**src/rtl/fft_out_reorder_serializer.sv**
```systemverilog
// Captures one parallel FFT frame and streams it out one complex sample per beat,
// undoing the DIF bit-reversed slot order so samples leave in natural frequency order.
module fft_out_reorder_serializer #(
    parameter int N      = 8,
    parameter int LOG2N  = 3,
    parameter int DW     = 32,
    parameter bit BITREV = 1'b1
) (
    input  logic                   clk,
    input  logic                   rst_n,
    input  logic                   in_valid,
    input  logic [N-1:0][DW-1:0]   in_R,
    input  logic [N-1:0][DW-1:0]   in_I,
    output logic                   in_ready,
    output logic                   out_valid,
    input  logic                   out_ready,
    output logic [DW-1:0]          out_R,
    output logic [DW-1:0]          out_I,
    output logic [LOG2N-1:0]       out_idx,
    output logic                   out_last,
    output logic                   busy
);
    typedef enum logic {IDLE, STREAM} state_t;

    localparam logic [LOG2N-1:0] LAST = LOG2N'(N - 1);

    state_t                 state_q, state_d;
    logic [LOG2N-1:0]       cnt_q, cnt_d;
    logic [N-1:0][DW-1:0]   buf_r_q, buf_r_d;
    logic [N-1:0][DW-1:0]   buf_i_q, buf_i_d;
    logic                   capture;
    logic [LOG2N-1:0]       rd_idx;

    function automatic logic [LOG2N-1:0] rev(input logic [LOG2N-1:0] a);
        logic [LOG2N-1:0] r;
        for (int b = 0; b < LOG2N; b++) r[b] = a[LOG2N-1-b];
        return r;
    endfunction

    assign rd_idx = BITREV ? rev(cnt_q) : cnt_q;

    always_comb begin
        state_d = state_q;
        cnt_d   = cnt_q;
        buf_r_d = buf_r_q;
        buf_i_d = buf_i_q;

        // A new frame may load on the final accepted beat, so streaming never bubbles.
        in_ready = (state_q == IDLE) ||
                   (state_q == STREAM && cnt_q == LAST && out_ready);
        capture  = in_valid && in_ready;

        if (state_q == STREAM && out_ready) begin
            if (cnt_q != LAST) begin
                cnt_d = cnt_q + 1'b1;
            end else begin
                state_d = IDLE;
                cnt_d   = '0;
            end
        end

        if (capture) begin
            buf_r_d = in_R;
            buf_i_d = in_I;
            cnt_d   = '0;
            state_d = STREAM;
        end
    end

    always_ff @(posedge clk or negedge rst_n) begin
        if (!rst_n) begin
            state_q <= IDLE;
            cnt_q   <= '0;
            buf_r_q <= '0;
            buf_i_q <= '0;
        end else begin
            state_q <= state_d;
            cnt_q   <= cnt_d;
            buf_r_q <= buf_r_d;
            buf_i_q <= buf_i_d;
        end
    end

    assign out_valid = (state_q == STREAM);
    assign busy      = out_valid;
    assign out_idx   = cnt_q;
    assign out_last  = out_valid && (cnt_q == LAST);
    assign out_R     = buf_r_q[rd_idx];
    assign out_I     = buf_i_q[rd_idx];
endmodule

```
**config.mk**
```make
export PLATFORM = sky130hd
export DESIGN_NAME = fft_out_reorder_serializer
export DESIGN_NICKNAME = d
export VERILOG_FILES = /design/src/rtl/fft_out_reorder_serializer.sv
export SDC_FILE = /design/constraint.sdc
export NUM_CORES = 1
export LEC_CHECK = 0
export ABC_AREA = 1
export CAP_MARGIN = 10
export CORE_AREA = 2 2 333 335
export CTS_CLUSTER_SIZE = 20
export DETAILED_ROUTE_END_ITERATION = 8
export DIE_AREA = 0 0 335 337
export GPL_TIMING_DRIVEN = 1
export SYNTH_ARGS = -nofsm -noshare
export SYNTH_HDL_FRONTEND = slang
export SYNTH_SLANG_ARGS = --single-unit
```
**constraint.sdc**
```tcl
create_clock -name clk -period 5 [get_ports clk]
set_input_delay 1.25 -clock clk [delete_from_list [all_inputs] [get_ports clk]]
set_output_delay 1.25 -clock clk [all_outputs]
set_load 0.1 [all_outputs]
```
==> results.yml <==
outcome:
  status: "complete, no violations"
drt:
  first_pass_iters: 5
  detail_route.wl_per_cell_um: 18.8
  vias: 26200
  route.final.wire_length_um: 111000
  antenna_left: 0
  drc: 0
  drtIter0Drc: 2099
  vias_per_cell: 4.46
timing:
  slew_headroom_pct: 30.2
  tightest_slew_ns: 1.05
  rsz0062_at_grt: "no"
  skew_ns: 0.0225
  period_needed_ns: 4.18
  fin_crit_sh_pct: 83.6
  setup_tns_ns: 0
  setup_viol: 0
  finalMaxSlewViolations: 0
  fmax_mhz: 239
  hold_viol_final: 0
die:
  core_mm2: 0.110
  dieArea_mm2: 0.113
  die_h_um: 337
  dieWidth_um: 335
  start_util_pct: 24.7
  rows: 122
  pin_count: 587
global_routing:
  grt_overflow: 0
  antenna_found_initial: 32
  grt_pass1_vias: 25200
  grt_max_degree: 180
  grt_pass1_wl_um: 164000
  grt_usage_pct: 19.3
cells_and_area:
  final_layout_size_suffix_gt1_share_pct: 5.04
  area_growth_pct: 34.6
  stdcell_area_mm2: 0.0364
  layout.cells.most_common: "nand2_1"
  layout_common_cells: "1867 x nand2_1, 771 x nand3_1, 517 x clkdlybuf4s50_1, 516 x inv_1, 513 x dfrtp_1"
  fin_nets: 4900
  fin_cells: 5877
critical_path:
  critPathKind: "reg -> out"
  worst_ep_required_time_ns: 3.75
  crit_buf_inv: 2
  worstPathCellList: "buf_4, nand3_1, nand2_1, nand2_1, nand2_1, buf_4"
  max_stage_delay_ns: 0.69
  startpoint_type: "flop"
  cp.arrival_ns: 2.93
  endpoint_kind: "output port"
  rr_endpoint: "buf_i_q[89]$_DFFE_PN0N_"
  cpMostUsedCell: "nand2_1"
  path_delay_family: "buffers and inverters"
  cp_slowest_cell: "buf_4"
  critical_path.max_fanout: 60
  r2r_start: "out_idx[0]$_DFFE_PN0P_"
  ff2ff_setup_slack_ns: 1.82
  worstRegToRegCells: 9
logic_synthesis:
  ys_ff_latch: 516
  yosys_warnings: 0
  avgSynthCellArea_um2: 6.86
  ys_seq_area_share_pct: 47.7
  syn_nets: 4468
  syn_inst: 3950
  syn_area_mm2: 0.0271
  yosysUniqueCellTypes: 14
cts:
  postCtsHoldBufs: 0
  cts.path.max_buffers: 3
  post_cts_buffers: 0
  cts_tree: "built"
  cts_made_buffers: 66
  clk_latency_ns: 0.63
  cts.reportedPaths.clkPinSlew_ns: 0.05
  htreeDepth: 3
  post_cts_resized: 0
  cts_root_buffer: "clkbuf_16"
  cts.sinks: 516
placement:
  dpl_cell_area_mm2: 0.0343
  io_buffers: 586
  dp.cells: 5740
  detailed_place_hpwl_um: 75400
  place_congestion: 0.873
worst_hold_path:
  min_to: "buf_i_q[101]$_DFFE_PN0N_"
  hold_path_depth: 2
  min_from: "buf_i_q[101]$_DFFE_PN0N_"
  hp-class: "reg -> reg"
run:
  drv_cap: 0
pwr:
  power_density_mw_per_mm2: 736
  peakVddDrop_mv: 0.677
  leakage_uw: 0.0196
==> layer usage <==
| metal | track usage (%) | part of all wire [%] | up-vias |
|---|---|---|---|
| met1 | 27.0 | 47 | 12500 |
| met5 | 0 | 0.054 | - |
| li1 | - | - | 12800 |
| met4 | 6.95 | 2.7 | 8 |
| met3 | 3.24 | 5.6 | 145 |
| met2 | 29.7 | 45 | 729 |
==> worst min-delay path, delay by kind of cell, from the launching register on <==
kind             cells  cell delay [ns]
flip-flops           1             0.34
AND/OR/NAND/NOR      2             0.10
==> worst max path at each step <==
stage,from,endpoint,slack (ns),depth (start not counted)
after floorplan,out_idx[2]$_DFFE_PN0P_,out_I[0],1.31,9
after global placement,out_ready,in_ready,1.32,4
after detailed placement,out_ready,in_ready,1.32,4
after CTS,out_idx[1]$_DFFE_PN0P_,out_R[6],0.71,6
after global routing,out_idx[1]$_DFFE_PN0P_,out_R[6],0.68,6
final,out_idx[1]$_DFFE_PN0P_,out_R[6],0.82,6
==> kinds of logic (layout without fill, tap and decap cells) <==
logic type               count (synthesis)  in the layout  share of synthesized area (%)
buffers and inverters                  790           1267                           12.0
AO/OA/AOI/OAI                            2              2                         0.0369
adder cells (fa/ha/maj)                  2              2                         0.0924
flip-flops                             516            516                           47.7
AND/OR/NAND/NOR                       2640           2640                           40.2
other                                    0             24                              0
==> state kept, by name (all words and copies together) (netlist names) <==
signal	flops
buf_i_q	256
buf_r_q	256
busy	1
out_idx	3
==> area by class of cell <==
type                       count  area [um^2]
fill                       11600        73200
sequential                   516        12900
multi-input combinational   2644        10900
timing repair buffer         634         6660
inverter                     520         1970
clock buffer                  96         1920
tap                         1426         1780
clock inverter                17          200
antenna                       24         60.1
==> power breakdown <==
group | internal, uW | leakage, uW | switching (uW)
combinational | 4160 | 0.0121 | 10600
sequential | 6160 | 0.00638 | 1050
clock | 2860 | 0.00105 | 1960
total | 13200 | 0.0196 | 13600
==> cell usage after synthesis, drive strengths merged <==
cell type / instances / share of area (%)
nand2: 1867 / 26
nand3: 772 / 14
inv: 520 / 7.2
dfrtp: 516 / 48
buf: 209 / 4.0
clkbuf: 61 / 0.85
ha: 2 / 0.092
o21ai: 2 / 0.037
nor2: 1 / 0.014
==> stage by stage <==
stage               power, uW  util (%)  setup slack (ns)  hold WS [ns]
floorplan               17000         -              1.31         0.449
global placement        22000      31.3              1.32         0.461
detailed placement      22100      31.3              1.32         0.465
CTS                     27100      33.2             0.708         0.480
global route            28700      33.2             0.684         0.489
finish                  26800      33.2             0.819         0.474
Note: power is estimated with default switching activity, not from simulation.
